$ cat src/rtl/serial_link_pkg.sv
`default_nettype none
// ----------------------------------------------------------------------------
// Module   : serial_link_pkg
// Purpose  : Shared frame geometry and TX state encoding for the serial link.
// Revision : 1.0 - initial release
// ----------------------------------------------------------------------------
package serial_link_pkg;

  localparam int OPC_W      = 5;
  localparam int DATA_W     = 32;
  localparam int FRAME_BITS = OPC_W + DATA_W;
  localparam int CNT_W      = $clog2(FRAME_BITS + 1);

  typedef enum logic [1:0] {
    TX_IDLE = 2'd0,
    TX_LOW  = 2'd1,
    TX_HIGH = 2'd2,
    TX_GAP  = 2'd3
  } tx_state_e;

endpackage
`default_nettype wire

$ cat src/rtl/serial_link_if.sv
`default_nettype none
// ----------------------------------------------------------------------------
// Module   : serial_link_if
// Purpose  : Host-side send/receive handshakes plus the four serial wires.
// Revision : 1.0 - initial release
// ----------------------------------------------------------------------------
interface serial_link_if;
  import serial_link_pkg::*;

  logic              send_valid;
  logic              send_ready;
  logic [OPC_W-1:0]  send_opcode;
  logic [DATA_W-1:0] send_data;
  logic              serial_data_out;
  logic              serial_clock_out;
  logic              serial_data_in;
  logic              serial_clock_in;
  logic              recv_valid;
  logic              recv_ready;
  logic [OPC_W-1:0]  recv_opcode;
  logic [DATA_W-1:0] recv_data;
  logic              rx_error;
  logic              err_clear;

  // Host logic and far-end wires
  modport master (
    output send_valid, send_opcode, send_data, recv_ready, err_clear,
    output serial_data_in, serial_clock_in,
    input  send_ready, recv_valid, recv_opcode, recv_data, rx_error,
    input  serial_data_out, serial_clock_out
  );

  // Link endpoint
  modport slave (
    input  send_valid, send_opcode, send_data, recv_ready, err_clear,
    input  serial_data_in, serial_clock_in,
    output send_ready, recv_valid, recv_opcode, recv_data, rx_error,
    output serial_data_out, serial_clock_out
  );

endinterface
`default_nettype wire

$ cat src/rtl/serial_sync_edge.sv
`default_nettype none
// ----------------------------------------------------------------------------
// Module   : serial_sync_edge
// Purpose  : Two-flop synchronizer with a one-cycle rising-edge pulse.
// Revision : 1.0 - initial release
// ----------------------------------------------------------------------------
module serial_sync_edge (
  input  logic clk,
  input  logic rst,
  input  logic i_async,
  output logic o_rise
);

  logic r_meta;
  logic r_sync;
  logic r_prev;

  always_ff @(posedge clk or posedge rst) begin
    if (rst) begin
      r_meta <= 1'b0;
      r_sync <= 1'b0;
      r_prev <= 1'b0;
    end else begin
      r_meta <= i_async;
      r_sync <= r_meta;
      r_prev <= r_sync;
    end
  end

  assign o_rise = r_sync & ~r_prev;

endmodule
`default_nettype wire

$ cat src/rtl/serial_link_host.sv
`default_nettype none
// ----------------------------------------------------------------------------
// Module   : serial_link_host
// Purpose  : Serial link endpoint: frame serializer (TX) and deserializer (RX).
// Revision : 1.0 - initial release
// ----------------------------------------------------------------------------
module serial_link_host
  import serial_link_pkg::*;
#(
  parameter int CLK_DIV    = 4,
  parameter int RX_TIMEOUT = 256
) (
  input  logic         clock,
  input  logic         reset,
  serial_link_if.slave bus
);

  localparam int c_DIV_W = $clog2(CLK_DIV);
  localparam int c_TO_W  = $clog2(RX_TIMEOUT + 1);

  // ---------------- TX ----------------
  tx_state_e             r_tx_state;
  tx_state_e             w_tx_state_nxt;
  logic [c_DIV_W-1:0]    r_div_cnt;
  logic [CNT_W-1:0]      r_tx_bits;
  logic [FRAME_BITS-1:0] r_tx_shift;
  logic                  w_div_done;
  logic                  w_last_bit;

  assign w_div_done = (r_div_cnt == c_DIV_W'(CLK_DIV - 1));
  assign w_last_bit = (r_tx_bits == CNT_W'(FRAME_BITS - 1));

  always_comb begin
    w_tx_state_nxt       = r_tx_state;
    bus.send_ready       = 1'b0;
    bus.serial_clock_out = 1'b0;
    bus.serial_data_out  = 1'b0;
    case (r_tx_state)
      TX_IDLE: begin
        bus.send_ready = 1'b1;
        if (bus.send_valid) w_tx_state_nxt = TX_LOW;
      end
      TX_LOW: begin
        bus.serial_data_out = r_tx_shift[FRAME_BITS-1];
        if (w_div_done) w_tx_state_nxt = TX_HIGH;
      end
      TX_HIGH: begin
        bus.serial_clock_out = 1'b1;
        bus.serial_data_out  = r_tx_shift[FRAME_BITS-1];
        if (w_div_done) w_tx_state_nxt = w_last_bit ? TX_GAP : TX_LOW;
      end
      TX_GAP: begin
        if (w_div_done) w_tx_state_nxt = TX_IDLE;
      end
      default: w_tx_state_nxt = TX_IDLE;
    endcase
  end

  always_ff @(posedge clock or posedge reset) begin
    if (reset) begin
      r_tx_state <= TX_IDLE;
      r_div_cnt  <= '0;
      r_tx_bits  <= '0;
      r_tx_shift <= '0;
    end else begin
      r_tx_state <= w_tx_state_nxt;
      if (r_tx_state == TX_IDLE || w_div_done) r_div_cnt <= '0;
      else                                     r_div_cnt <= r_div_cnt + 1'b1;
      if (r_tx_state == TX_IDLE && bus.send_valid) begin
        r_tx_shift <= {bus.send_opcode, bus.send_data};
        r_tx_bits  <= '0;
      end else if (r_tx_state == TX_HIGH && w_div_done && !w_last_bit) begin
        // Shift at the end of HIGH so the next bit settles while the clock is low
        r_tx_shift <= {r_tx_shift[FRAME_BITS-2:0], 1'b0};
        r_tx_bits  <= r_tx_bits + 1'b1;
      end
    end
  end

  // ---------------- RX ----------------
  logic                  w_rx_rise;
  logic                  r_din_meta;
  logic                  r_din_sync;
  logic [FRAME_BITS-1:0] r_rx_shift;
  logic [CNT_W-1:0]      r_rx_cnt;
  logic [c_TO_W-1:0]     r_idle_cnt;
  logic                  r_recv_valid;
  logic [OPC_W-1:0]      r_recv_opcode;
  logic [DATA_W-1:0]     r_recv_data;
  logic                  r_rx_error;
  logic                  w_rx_done;
  logic                  w_rx_timeout;
  logic                  w_overrun;

  serial_sync_edge u_clk_sync (
    .clk     (clock),
    .rst     (reset),
    .i_async (bus.serial_clock_in),
    .o_rise  (w_rx_rise)
  );

  // Data sync has the same two-flop latency as the clock path, keeping them aligned
  always_ff @(posedge clock or posedge reset) begin
    if (reset) begin
      r_din_meta <= 1'b0;
      r_din_sync <= 1'b0;
    end else begin
      r_din_meta <= bus.serial_data_in;
      r_din_sync <= r_din_meta;
    end
  end

  assign w_rx_done    = (r_rx_cnt == CNT_W'(FRAME_BITS));
  assign w_rx_timeout = (r_rx_cnt != '0) && !w_rx_done && !w_rx_rise &&
                        (r_idle_cnt == c_TO_W'(RX_TIMEOUT - 1));
  assign w_overrun    = w_rx_done && r_recv_valid && !bus.recv_ready;

  always_ff @(posedge clock or posedge reset) begin
    if (reset) begin
      r_rx_shift    <= '0;
      r_rx_cnt      <= '0;
      r_idle_cnt    <= '0;
      r_recv_valid  <= 1'b0;
      r_recv_opcode <= '0;
      r_recv_data   <= '0;
      r_rx_error    <= 1'b0;
    end else begin
      if (w_rx_done || w_rx_timeout) begin
        r_rx_cnt   <= '0;
        r_idle_cnt <= '0;
      end else if (w_rx_rise) begin
        r_rx_shift <= {r_rx_shift[FRAME_BITS-2:0], r_din_sync};
        r_rx_cnt   <= r_rx_cnt + 1'b1;
        r_idle_cnt <= '0;
      end else if (r_rx_cnt != '0) begin
        r_idle_cnt <= r_idle_cnt + 1'b1;
      end

      if (w_rx_done && (!r_recv_valid || bus.recv_ready)) begin
        r_recv_valid  <= 1'b1;
        r_recv_opcode <= r_rx_shift[FRAME_BITS-1:DATA_W];
        r_recv_data   <= r_rx_shift[DATA_W-1:0];
      end else if (r_recv_valid && bus.recv_ready) begin
        r_recv_valid <= 1'b0;
      end

      if (w_overrun || w_rx_timeout) r_rx_error <= 1'b1;
      else if (bus.err_clear)        r_rx_error <= 1'b0;
    end
  end

  assign bus.recv_valid  = r_recv_valid;
  assign bus.recv_opcode = r_recv_opcode;
  assign bus.recv_data   = r_recv_data;
  assign bus.rx_error    = r_rx_error;

endmodule
`default_nettype wire

$ cat src/flat_wrapper.sv
// flat-port wrapper written by rule: the top's interface ports become plain ports
module serial_link_host_flat import serial_link_pkg::*;
#(
  parameter int CLK_DIV    = 4,
  parameter int RX_TIMEOUT = 256
)
  (clock, reset, bus_send_valid, bus_send_opcode, bus_send_data, bus_recv_ready, bus_err_clear, bus_serial_data_in, bus_serial_clock_in, bus_send_ready, bus_recv_valid, bus_recv_opcode, bus_recv_data, bus_rx_error, bus_serial_data_out, bus_serial_clock_out);
  serial_link_if bus_i ();
  input  logic clock;
  input  logic reset;
  input wire logic [$bits(bus_i.send_valid)-1:0] bus_send_valid;
  input wire logic [$bits(bus_i.send_opcode)-1:0] bus_send_opcode;
  input wire logic [$bits(bus_i.send_data)-1:0] bus_send_data;
  input wire logic [$bits(bus_i.recv_ready)-1:0] bus_recv_ready;
  input wire logic [$bits(bus_i.err_clear)-1:0] bus_err_clear;
  input wire logic [$bits(bus_i.serial_data_in)-1:0] bus_serial_data_in;
  input wire logic [$bits(bus_i.serial_clock_in)-1:0] bus_serial_clock_in;
  output wire logic [$bits(bus_i.send_ready)-1:0] bus_send_ready;
  output wire logic [$bits(bus_i.recv_valid)-1:0] bus_recv_valid;
  output wire logic [$bits(bus_i.recv_opcode)-1:0] bus_recv_opcode;
  output wire logic [$bits(bus_i.recv_data)-1:0] bus_recv_data;
  output wire logic [$bits(bus_i.rx_error)-1:0] bus_rx_error;
  output wire logic [$bits(bus_i.serial_data_out)-1:0] bus_serial_data_out;
  output wire logic [$bits(bus_i.serial_clock_out)-1:0] bus_serial_clock_out;
  assign bus_i.send_valid = bus_send_valid;
  assign bus_i.send_opcode = bus_send_opcode;
  assign bus_i.send_data = bus_send_data;
  assign bus_i.recv_ready = bus_recv_ready;
  assign bus_i.err_clear = bus_err_clear;
  assign bus_i.serial_data_in = bus_serial_data_in;
  assign bus_i.serial_clock_in = bus_serial_clock_in;
  assign bus_send_ready = bus_i.send_ready;
  assign bus_recv_valid = bus_i.recv_valid;
  assign bus_recv_opcode = bus_i.recv_opcode;
  assign bus_recv_data = bus_i.recv_data;
  assign bus_rx_error = bus_i.rx_error;
  assign bus_serial_data_out = bus_i.serial_data_out;
  assign bus_serial_clock_out = bus_i.serial_clock_out;
  serial_link_host #(.CLK_DIV(CLK_DIV), .RX_TIMEOUT(RX_TIMEOUT)) u_core (.clock(clock), .reset(reset), .bus(bus_i));
endmodule
$ cat config.mk
export PLATFORM = sky130hd
export DESIGN_NAME = serial_link_host_flat
export DESIGN_NICKNAME = d
export VERILOG_FILES = /design/src/rtl/serial_link_pkg.sv /design/src/rtl/serial_link_if.sv /design/src/rtl/serial_sync_edge.sv /design/src/rtl/serial_link_host.sv /design/src/flat_wrapper.sv
export SDC_FILE = /design/constraint.sdc
export NUM_CORES = 1
export LEC_CHECK = 0
export ABC_AREA = 1
export CORE_MARGIN = 1.5
export CORE_UTILIZATION = 60
export CTS_CLUSTER_DIAMETER = 100
export CTS_CLUSTER_SIZE = 28
export DETAILED_ROUTE_END_ITERATION = 16
export DONT_BUFFER_PORTS = 1
export GPL_ROUTABILITY_DRIVEN = 0
export GPL_TIMING_DRIVEN = 0
export PLACE_DENSITY = 0.74
export SLEW_MARGIN = 40
export SYNTH_ARGS = -nofsm -noshare
export SYNTH_HDL_FRONTEND = slang
export SYNTH_HIERARCHICAL = 1
export SYNTH_SLANG_ARGS = --single-unit
$ cat constraint.sdc
create_clock -name clock -period 6.2 [get_ports clock]
set_input_delay 1.24 -clock clock [delete_from_list [all_inputs] [get_ports clock]]
set_output_delay 1.24 -clock clock [all_outputs]
set_load 0.05 [all_outputs]
==> summary.txt <==
Critical path
  – Crit start category: flop
  – CP Data Required Time: just under 5000 ps
  – CP Class: flop to output pin
  – R2r worst-path depth: 9
  – CP arrival: between 1500 and 2000 ps
  – Crit-path max FO: 4
  – Worst setup EP type: output pin

CTS
  – Max Root-Sink Buffers: 2
  – # resized after CTS: 0
  – CTS Buf Count: 17
  – # Post-CTS Setup Buffers: 0
  – Clk sinks: ~140
  – Hold buffers post-CTS: 0
  – H-tree depth: 4
  – CTS clk-pin slew, worst paths: 60 ps
  – Clk_lat worst skew: 530 ps
  – Clk Tree Root Cell: clkbuf_8
  – CTS tree: done

Cells and area
  – P&R area growth vs syn: 12.3%
  – Nets: 850
  – Share of cells above drive strength 1: between 10% and 20%
  – Fillers: 846
  – Final Util: approximately two thirds

Die
  – Die area: roughly 12000 sq um
  – CORE AREA: between 10000 and 15000 sq um
  – Io pins: 86
  – Die width: 108 um
  – Initial core utilization: about 61%
  – Rows: 38
  – Die H: approximately 110 um

GRT
  – Total grt overflow: 0
  – Number of global-route vias before repair: about 4800
  – Largest net degree at the start of global routing: 78
  – First-pass GRT wire length: 22400 um
  – Antenna violations before repair: 1
  – GRT Total Usage: between 20% and 30%

STA
  – Final Hold Fails: 0
  – Crit share post-route: 48.4%
  – Max_slew headroom: ~57%
  – Unrepaired setup endpoints after global routing: no
  – Final worst slack: around 3200 ps
  – Setup Skew: around 9.5 ps
  – Fmax: ~0.33 GHz
  – Worst-margin pin slew: between 600 and 700 ps
  – WHS: 356 ps
  – Setup Viol. Count Final: 0
  – Min cycle time layout: between 3000 and 4000 ps
  – Max Slew Vio Count: 0

Hold path
  – Worst Hold Class: flop to flop
  – Hold Path Depth: 0

Detailed routing
  – Initial DRC count: 380
  – Total wire length: ~14000 um
  – Via Count: between 5000 and 6000
  – DRC viols: 0
  – Vias per inst: between 5 and 6
  – Routed Antenna Nets: 0
  – Initial DRT Pass Iterations: 5
  – WL/cell: 14.3 um

Synth
  – Synth Instances: 773
  – Yosys top cell by area: dfrtp_1
  – Count leader, synth: nand2_1
  – Post-synth top flop: dfrtp_1
  – Yosys reg bits: ~140
  – Synth warnings: 6
  – Synthesized Nets: between 800 and 900
  – Post-synthesis cell type count: 28
  – Seq/Total Area, Yosys: 54.5%
  – Synth cell count leaders: nand2_1, dfrtp_1, inv_1
  – Synth top area share: approximately 54%
  – Synth area leaders: dfrtp_1, nand2_1, o21ai_0
  – Fraction of registers with async set/reset: 100%
  – Avg Cell Area, Syn: around 8.5 sq um
  – Post-synth EDFFs: 0
  – Synthesized cell area: around 6600 sq um

Power and ir drop
  – Cell Pwr Density: between 300 and 400 nW/um^2
  – Pleak: 3.58 nW
  – Overall Power: approximately 0.0029 W
  – Maximum VDD drop: 0.000293 V

Placed design
  – Pre-CTS WS: around 3800 ps
  – Hpwl dp: roughly 9100 um
  – IO buf count: 0

Run
  – Max_cap viols: 0

Status
  – Status: complete, no violations
routing by layer:
metal,track usage [%],vias to the layer above,part of all wire (%)
met5,0,-,0
met4,8.93,0,1.3
met3,8.29,14,6.6
met2,39.7,131,49
met1,32.5,2429,43
li1,-,2471,-
placed cells by master (no fill, tap or decap), drive strengths merged, types with 2 or more instances in the layout:
cell type    n
xor2         5
a21oi        2
nand3       26
nand2      248
inv        109
bufinv       3
ha          13
clkinvlp     4
clkbuf      30
nor3         3
nand4       10
o21ai      149
dfrtp      143
nor2        27
buf         26
clkinv       6
kinds of logic (layout without fill, tap and decap cells):
kind of cell	count (synthesis)	count (layout)	share of synthesized area, %
buffers and inverters	145	178	10.4
adders and majority gates	13	13	2.48
other	0	1	0
AOI/OAI and AO/OA	151	151	11.9
and+or+nand+nor	316	316	20.0
DFF	143	143	54.5
xor gates and xnor gates	5	5	0.667
metrics by stage:
step	cells	setup TNS [ps]	instance area (sq um)
6_report	947	0	7380
4_1_cts	946	0	7370
5_1_grt	946	0	7370
3_5_place_dp	914	0	6780
3_3_place_gp	913	-14740	6740
2_1_floorplan	773	0	6570
flip-flops by register name, indices dropped and copies added (netlist names), 2 cells and up:
name / flops
u_core/r_tx_state: 2
u_core/r_tx_bits: 6
u_core/r_rx_shift: 37
u_core/r_rx_cnt: 6
u_core/r_tx_shift: 37
u_core/r_idle_cnt: 9
u_core/bus.recv_opcode: 5
u_core/r_div_cnt: 2
u_core/bus.recv_data: 32
critical path, stage by stage (launching register included):
cell and delay (ps):
dfrtp_1 420, inv_1 120, ha_1 300, nand2_1 60, inv_1 320
layout make-up:
class                      instances  area [sq um]  area share [%]
inverter                         108           413            5.60
clock inverter                    14           166            2.26
sequential                       143          3580            48.5
multi-input combinational        485          2300            31.2
timing repair buffer               1          27.5           0.373
antenna                            1          2.50          0.0339
clock buffer                      18           428            5.80
tap                              140           175            2.37
buffer                            37           280            3.80
report_power, final:
group / internal (W) / leakage, nW / switching [W]
sequential: 0.00109 / 1.93 / 0.000107
clock: 0.000622 / 0.283 / 0.000393
combinational: 0.000226 / 1.37 / 0.000425
total: 0.00194 / 3.58 / 0.000926
final timing paths:
| kind | endpoint | slack, ps | from |
|---|---|---|---|
| setup / recovery | bus_serial_data_out | 3200 | u_core/r_tx_state[0]$_DFFE_PP0P_ |
| hold / removal | u_core/r_din_sync$_DFF_PP0_ | 360 | u_core/r_din_meta$_DFF_PP0_ |
| setup reg to reg | u_core/r_tx_shift[30]$_DFFE_PP0P_ | 3650 | u_core/r_tx_state[0]$_DFFE_PP0P_ |
| hold reg to reg | u_core/r_din_sync$_DFF_PP0_ | 360 | u_core/r_din_meta$_DFF_PP0_ |
| max in group asynchronous | u_core/r_tx_shift[36]$_DFFE_PP0P_ | 4900 | reset |
| min in group asynchronous | u_core/u_clk_sync/r_sync$_DFF_PP0_ | 450 | reset |
Power figures use the tool's default switching activity.
